--- src/rtl/cursor_controller.sv ---
// Cursor position generator: synchronised, debounced buttons drive per-axis
// press/hold/repeat/accelerate FSMs that step a clamped or wrapped position.
//
// Axis FSM states (evaluated once per tick):
//   state     | meaning
//   ST_IDLE   | no direction held, no motion
//   ST_HOLD   | single step applied, waiting REPEAT_DELAY ticks
//   ST_REPEAT | stepping by 1 each tick for ACCEL_DELAY ticks
//   ST_FAST   | stepping by FAST_STEP each tick
module cursor_controller #(
   parameter int H_RES          = 640,
   parameter int V_RES          = 480,
   parameter int X_W            = 10,
   parameter int Y_W            = 9,
   parameter int TICK_CYCLES    = 1048576,
   parameter int DEBOUNCE_TICKS = 2,
   parameter int REPEAT_DELAY   = 30,
   parameter int ACCEL_DELAY    = 20,
   parameter int FAST_STEP      = 8,
   parameter int WRAP           = 0
) (
   input  logic           i_clk,
   input  logic           i_rst,
   input  logic           i_btn_u,
   input  logic           i_btn_d,
   input  logic           i_btn_l,
   input  logic           i_btn_r,
   input  logic           i_btn_c,
   output logic [X_W-1:0] o_cursor_x,
   output logic [Y_W-1:0] o_cursor_y,
   output logic           o_moved
);

   localparam int TC_W   = (TICK_CYCLES > 2) ? $clog2(TICK_CYCLES) : 1;
   localparam int DB_W   = (DEBOUNCE_TICKS > 2) ? $clog2(DEBOUNCE_TICKS) : 1;
   localparam int HC_MAX = (REPEAT_DELAY > ACCEL_DELAY) ? REPEAT_DELAY : ACCEL_DELAY;
   localparam int HC_W   = $clog2(HC_MAX + 1);

   localparam logic [TC_W-1:0] TC_LOAD = TC_W'(TICK_CYCLES - 1);
   localparam logic [DB_W-1:0] DB_LAST = DB_W'(DEBOUNCE_TICKS - 1);
   localparam logic [HC_W-1:0] RD_C    = HC_W'(REPEAT_DELAY);
   localparam logic [HC_W-1:0] AD_C    = HC_W'(ACCEL_DELAY);

   localparam logic [X_W-1:0] X_MID   = X_W'(H_RES / 2);
   localparam logic [Y_W-1:0] Y_MID   = Y_W'(V_RES / 2);
   localparam logic [X_W-1:0] X_MAX   = X_W'(H_RES - 1);
   localparam logic [Y_W-1:0] Y_MAX   = Y_W'(V_RES - 1);
   localparam logic [X_W:0]   H_RES_E = (X_W + 1)'(H_RES);
   localparam logic [Y_W:0]   V_RES_E = (Y_W + 1)'(V_RES);
   localparam logic [X_W:0]   FAST_X  = (X_W + 1)'(FAST_STEP);
   localparam logic [Y_W:0]   FAST_Y  = (Y_W + 1)'(FAST_STEP);

   localparam int B_U = 0;
   localparam int B_D = 1;
   localparam int B_L = 2;
   localparam int B_R = 3;
   localparam int B_C = 4;

   localparam logic [1:0] DIR_NONE = 2'b00;
   localparam logic [1:0] DIR_INC  = 2'b01;
   localparam logic [1:0] DIR_DEC  = 2'b10;

   typedef enum logic [1:0] {ST_IDLE, ST_HOLD, ST_REPEAT, ST_FAST} axis_state_t;

   logic [4:0]      btn_raw, sync_meta, sync_btn, filt_btn;
   logic [DB_W-1:0] db_cnt [5];
   logic [TC_W-1:0] tick_cnt;
   logic            tick;

   axis_state_t     state   [2];
   logic [1:0]      dir_lat [2];
   logic [1:0]      dir_now [2];
   logic [HC_W-1:0] hcnt    [2];
   logic [HC_W-1:0] hcnt_nx [2];
   logic [1:0]      mv_dir  [2];
   logic            mv_fast [2];
   logic            c_prev, centre_pend, pos_upd;

   logic [X_W:0]    x_ext, x_step, x_sum, x_dif, x_wup, x_wdn;
   logic [Y_W:0]    y_ext, y_step, y_sum, y_dif, y_wup, y_wdn;
   logic [X_W-1:0]  nx;
   logic [Y_W-1:0]  ny;

   assign btn_raw = {i_btn_c, i_btn_r, i_btn_l, i_btn_d, i_btn_u};
   assign tick    = (tick_cnt == '0);

   always_ff @(posedge i_clk) begin
      if (i_rst) begin
         sync_meta <= '0;
         sync_btn  <= '0;
         tick_cnt  <= TC_LOAD;
      end else begin
         sync_meta <= btn_raw;
         sync_btn  <= sync_meta;
         tick_cnt  <= tick ? TC_LOAD : tick_cnt - 1'b1;
      end
   end

   // A button flips only after DEBOUNCE_TICKS consecutive disagreeing tick samples
   always_ff @(posedge i_clk) begin
      if (i_rst) begin
         filt_btn <= '0;
         for (int i = 0; i < 5; i++) db_cnt[i] <= '0;
      end else if (tick) begin
         for (int i = 0; i < 5; i++) begin
            if (sync_btn[i] == filt_btn[i]) begin
               db_cnt[i] <= '0;
            end else if (db_cnt[i] == DB_LAST) begin
               filt_btn[i] <= ~filt_btn[i];
               db_cnt[i]   <= '0;
            end else begin
               db_cnt[i] <= db_cnt[i] + 1'b1;
            end
         end
      end
   end

   always_comb begin
      dir_now[0] = filt_btn[B_R] ? DIR_INC : (filt_btn[B_L] ? DIR_DEC : DIR_NONE);
      dir_now[1] = filt_btn[B_U] ? DIR_DEC : (filt_btn[B_D] ? DIR_INC : DIR_NONE);
      for (int a = 0; a < 2; a++) hcnt_nx[a] = hcnt[a] + 1'b1;
   end

   always_ff @(posedge i_clk) begin
      if (i_rst) begin
         c_prev      <= 1'b0;
         centre_pend <= 1'b0;
         pos_upd     <= 1'b0;
         for (int a = 0; a < 2; a++) begin
            state[a]   <= ST_IDLE;
            dir_lat[a] <= DIR_NONE;
            hcnt[a]    <= '0;
            mv_dir[a]  <= DIR_NONE;
            mv_fast[a] <= 1'b0;
         end
      end else begin
         pos_upd <= tick;
         if (tick) begin
            c_prev      <= filt_btn[B_C];
            centre_pend <= filt_btn[B_C] & ~c_prev;
            for (int a = 0; a < 2; a++) begin
               mv_dir[a]  <= DIR_NONE;
               mv_fast[a] <= 1'b0;
               if (dir_now[a] == DIR_NONE) begin
                  state[a] <= ST_IDLE;
               end else if (state[a] == ST_IDLE || dir_now[a] != dir_lat[a]) begin
                  state[a]   <= ST_HOLD;
                  hcnt[a]    <= '0;
                  dir_lat[a] <= dir_now[a];
                  mv_dir[a]  <= dir_now[a];
               end else begin
                  case (state[a])
                     ST_HOLD: begin
                        if (hcnt_nx[a] == RD_C) begin
                           mv_dir[a] <= dir_now[a];
                           state[a]  <= ST_REPEAT;
                           hcnt[a]   <= '0;
                        end else begin
                           hcnt[a] <= hcnt_nx[a];
                        end
                     end
                     ST_REPEAT: begin
                        mv_dir[a] <= dir_now[a];
                        if (hcnt_nx[a] == AD_C) begin
                           mv_fast[a] <= 1'b1;
                           state[a]   <= ST_FAST;
                        end else begin
                           hcnt[a] <= hcnt_nx[a];
                        end
                     end
                     ST_FAST: begin
                        mv_dir[a]  <= dir_now[a];
                        mv_fast[a] <= 1'b1;
                     end
                     default: state[a] <= ST_IDLE;
                  endcase
               end
            end
         end
      end
   end

   // One extra bit of headroom keeps p+s and p+RES-s from overflowing
   always_comb begin
      x_ext  = {1'b0, o_cursor_x};
      x_step = mv_fast[0] ? FAST_X : (X_W + 1)'(1);
      x_sum  = x_ext + x_step;
      x_dif  = x_ext - x_step;
      x_wup  = x_sum - H_RES_E;
      x_wdn  = x_ext + H_RES_E - x_step;
      nx     = o_cursor_x;
      if (centre_pend) begin
         nx = X_MID;
      end else if (mv_dir[0] == DIR_INC) begin
         if (x_sum >= H_RES_E) nx = (WRAP != 0) ? X_W'(x_wup) : X_MAX;
         else                  nx = X_W'(x_sum);
      end else if (mv_dir[0] == DIR_DEC) begin
         if (x_ext < x_step) nx = (WRAP != 0) ? X_W'(x_wdn) : '0;
         else                nx = X_W'(x_dif);
      end
   end

   always_comb begin
      y_ext  = {1'b0, o_cursor_y};
      y_step = mv_fast[1] ? FAST_Y : (Y_W + 1)'(1);
      y_sum  = y_ext + y_step;
      y_dif  = y_ext - y_step;
      y_wup  = y_sum - V_RES_E;
      y_wdn  = y_ext + V_RES_E - y_step;
      ny     = o_cursor_y;
      if (centre_pend) begin
         ny = Y_MID;
      end else if (mv_dir[1] == DIR_INC) begin
         if (y_sum >= V_RES_E) ny = (WRAP != 0) ? Y_W'(y_wup) : Y_MAX;
         else                  ny = Y_W'(y_sum);
      end else if (mv_dir[1] == DIR_DEC) begin
         if (y_ext < y_step) ny = (WRAP != 0) ? Y_W'(y_wdn) : '0;
         else                ny = Y_W'(y_dif);
      end
   end

   always_ff @(posedge i_clk) begin
      if (i_rst) begin
         o_cursor_x <= X_MID;
         o_cursor_y <= Y_MID;
         o_moved    <= 1'b0;
      end else if (pos_upd) begin
         o_cursor_x <= nx;
         o_cursor_y <= ny;
         o_moved    <= (nx != o_cursor_x) || (ny != o_cursor_y);
      end else begin
         o_moved <= 1'b0;
      end
   end

endmodule

--- config.mk ---
export PLATFORM = sky130hd
export DESIGN_NAME = cursor_controller
export DESIGN_NICKNAME = d
export VERILOG_FILES = /design/src/rtl/cursor_controller.sv
export SDC_FILE = /design/constraint.sdc
export NUM_CORES = 1
export LEC_CHECK = 0
export CAP_MARGIN = 10
export CELL_PAD_IN_SITES_DETAIL_PLACEMENT = 1
export CELL_PAD_IN_SITES_GLOBAL_PLACEMENT = 2
export CORE_AREA = 2 2 147 149
export CTS_CLUSTER_DIAMETER = 50
export CTS_CLUSTER_SIZE = 8
export DETAILED_ROUTE_END_ITERATION = 16
export DIE_AREA = 0 0 149 151
export PLACE_DENSITY_LB_ADDON = 0.1
export SYNTH_ARGS = -nofsm -noshare
export SYNTH_HDL_FRONTEND = slang
export SYNTH_SLANG_ARGS = --single-unit
--- constraint.sdc ---
create_clock -name i_clk -period 4 [get_ports i_clk]
set_input_delay 0.6 -clock i_clk [delete_from_list [all_inputs] [get_ports i_clk]]
set_output_delay 0.6 -clock i_clk [all_outputs]
set_load 0.02 [all_outputs]
==> results by group <==
Floorplan
  • Die area: 22,500 um^2
  • Core Region: 20,820 um^2
  • Row count: 53
  • Die height: 151 um
  • Initial core utilization: 27.65%
  • Die Wd: 149 um
  • Boundary Pins: 27

Clock tree
  • CTS buffer count: 9
  • Clock Path Buffers: 2
  • CTS tree: done
  • Postcts setup bufs: 0
  • Clock Latency Late Sink: 350 ps
  • Clk sinks: 87
  • Clock slew at reported path FFs: 70 ps
  • Depth of the CTS H-tree: 3
  • CTS root buf: clkbuf_16
  • Post-CTS sizing: 0
  • Post-CTS Hold Fix Bufs: 0

Logic synthesis
  • Post-synthesis cell type count: 72
  • Sequential-to-total area share from yosys stat: 35.12%
  • Simple-Gate Fraction of Synth Area: 27.99%
  • Ys flop type: dfxtp_1
  • Mapped Area: 5757 um^2
  • Synth Instances: 710
  • Synth Area in XOR/XNOR: 5.933%
  • Share of synthesized area spent on multiplexers: 1.391%
  • Post-synth net total: 736
  • Largest cells by area after synthesis: dfxtp_1 21%, edfxtp_1 15%, nand2_1 5.1%
  • Syn. warnings: 0
  • Average size of a mapped cell: 8.108 um^2
  • Yosys top cell area share: 20.52%
  • Adder-cell share of the synthesized area: 4.130%
  • Async set or reset register ratio after synthesis: 0%
  • Post-synthesis register bit count: 87
  • Post-synth EDFFs: 28
  • Largest family of logic cells by synthesized area: simple AND/OR/NAND/NOR gates
  • Synth area leader: dfxtp_1
  • Post-synthesis compound-gate area fraction: 20.32%

GRT
  • First-pass GRT wire length: 29,750 um
  • Largest net degree at the start of global routing: 39
  • Total gr overflow: 0
  • Vias in the first global route: 5,561
  • Initial antenna violation count: 0
  • Total GRT Usage: 16.67%

Min path
  • Hold crit path type: flip-flop to flip-flop
  • Hold depth: 1

Worst setup path
  • Critical path data required time: 4230 ps
  • CP Capture Type: flip-flop
  • CP arrival: 3740 ps
  • Crit Path Category: flip-flop to flip-flop
  • CP Max Fanout: 11
  • R2R depth: 9
  • Worst setup SP type: flip-flop

STA
  • Slew HR: 43.72%
  • Fmax: 284.9 MHz
  • Max Slew Vio Count: 0
  • Final hold viol count: 0
  • Setup violations, final: 0
  • Crit share post-route: 87.74%
  • Tmin final: 3510 ps
  • Worst-Margin Slew: 843.0 ps
  • Setup TNS: 0 ps
  • RSZ-0062 raised after global routing: false
  • Clock Skew: 7.314 ps

Cells and area
  • Layout cells sized above 1: 6.621%
  • Number of antenna diodes: 0
  • Non-filler cells, final: 1,000
  • Area grow syn2layout: 14.61%
  • Nets@finish: 746

Routing
  • DR vias: 5,314
  • Post-DRT Antenna Nets: 0
  • WL final: 18,010 um
  • Number of iterations in the first detailed-routing pass: 4
  • DRC Markers: 0
  • DR WL/cell: 18.01 um
  • DR vias/cell: 5.314
  • Initial DRC Count: 240

Power
  • LEAKAGE: 0.002319 uW
  • Cell Pwr Density: 294.1 nW/um^2
  • Peak supply drop: 263.9 uV

Placement
  • Placer Congestion: 0.8028
  • DP Wirelength: 13,170 um
  • # placed instances: 984
  • PortBufs: 26

Job
  • Max-Cap Viols: 0

Run status
  • Status: completed
==> power by group <==
part	internal [uW]	leakage [uW]	switching (uW)
sequential	931	0.000745	19.4
combinational	58.1	0.00144	92.9
clock	435	0.000136	404
total	1420	0.00232	516
==> layer usage <==
metal	up-vias	GRT usage [%]	wire length, um
met5	-	0	0
met4	0	6.571	340
li1	2598	-	-
met1	2626	21.24	8536
met3	20	1.807	348
met2	70	28.92	8780
==> layout make-up <==
cell class | count | area [um^2]
Tap cell | 275 | 344.1
Clock inverter | 6 | 53.80
Fill cell | 2489 | 14220
Timing Repair Buffer | 41 | 372.9
Clock buffer | 10 | 229.0
Multi-Input combinational cell | 545 | 3441
Sequential cell | 87 | 2022
Inverter | 36 | 135.1
==> logic make-up after synthesis <==
group,count (synthesis)
AO/OA/AOI/OAI,167
XOR/XNOR,39
adder cells (fa/ha/maj),19
buffers and inverters,78
flip-flops,87
multiplexers,8
AND/OR/NAND/NOR,312
==> cells in the final DEF (no fill, tap or decap), drive strengths merged, types with 21 or more instances in the layout <==
master         Yosys  layout
nor2b             21      21
nor3              34      34
inv               35      39
clkdlybuf4s50      0      26
edfxtp            28      28
o21ai             32      32
nand3             25      25
nor2              70      70
xnor2             22      22
dfxtp             59      59
nand2             81      81
a21oi             36      36
==> Yosys cell counts, types with 3 or more instances <==
| cell | number |
|---|---|
| o31ai_1 | 5 |
| nand2_2 | 3 |
| a221o_1 | 4 |
| edfxtp_1 | 28 |
| and4_1 | 5 |
| mux2i_1 | 8 |
| a2111oi_0 | 4 |
| a221oi_1 | 5 |
| nor3_1 | 31 |
| buf_1 | 3 |
| xnor2_1 | 22 |
| o22ai_1 | 7 |
| nor2b_1 | 21 |
| nand3_1 | 25 |
| ha_1 | 19 |
| nand4_1 | 6 |
| dfxtp_1 | 59 |
| a32oi_1 | 5 |
| nor4_1 | 11 |
| and2_1 | 3 |
| a211oi_1 | 12 |
| clkbuf_1 | 38 |
| and3b_1 | 4 |
| a211o_1 | 3 |
| nand2b_1 | 14 |
| o211a_1 | 3 |
| o211ai_1 | 8 |
| nand4b_1 | 3 |
| nor2_1 | 70 |
| or4_1 | 6 |
| a2111o_1 | 3 |
| nand2_1 | 78 |
| nor3b_1 | 3 |
| inv_1 | 34 |
| and3_1 | 4 |
| a21o_1 | 6 |
| a21oi_1 | 36 |
| or3_1 | 10 |
| a31oi_1 | 7 |
| o21ai_1 | 3 |
| xor2_1 | 17 |
| a32o_1 | 3 |
| o21ai_0 | 29 |
==> per-stage QoR <==
step / hold WS [ps] / total power (uW) / setup WS (ps) / util, % / instance area, um^2
after detailed placement: 391.4 / 1123 / 511.5 / 30.33 / 6315
after global placement: 382.8 / 1121 / 550.9 / 30.33 / 6315
after floorplan: 371.7 / 1068 / 876.5 / - / 5757
after global routing: 422.4 / 2035 / 255.2 / 31.68 / 6598
final: 403.0 / 1940 / 490.5 / 31.68 / 6598
after CTS: 405.6 / 1988 / 489.0 / 31.68 / 6598
==> worst max-delay path: stages, from the launching register on <==
cell,delay [ps]
dfxtp_1,400
ha_1,550
and4b_1,300
o21ai_1,470
nor2_1,70
o21ai_0,300
nand4_1,190
nor4_1,280
or4b_1,460
o311a_1,370
==> flip-flops by register name, indices dropped and copies added, names as in the netlist <==
| register | cells |
|---|---|
| o_cursor_y | 9 |
| mv_fast | 2 |
| tick_cnt | 20 |
| mv_dir | 4 |
| pos_upd | 1 |
| db_cnt | 5 |
| centre_pend | 1 |
| state | 4 |
| sync_meta | 5 |
| o_moved | 1 |
| sync_btn | 5 |
| filt_btn | 5 |
| hcnt | 10 |
| o_cursor_x | 10 |
| c_prev | 1 |
| dir_lat | 4 |
==> final timing paths <==
kind	from	end	slack [ps]
hold / removal	tick_cnt[0]	tick_cnt[0]	400
setup reg to reg	o_cursor_y[3]	o_moved	490
hold reg to reg	tick_cnt[0]	tick_cnt[0]	400
setup / recovery	o_cursor_y[3]	o_moved	490
Note: power is estimated with default switching activity, not from simulation.
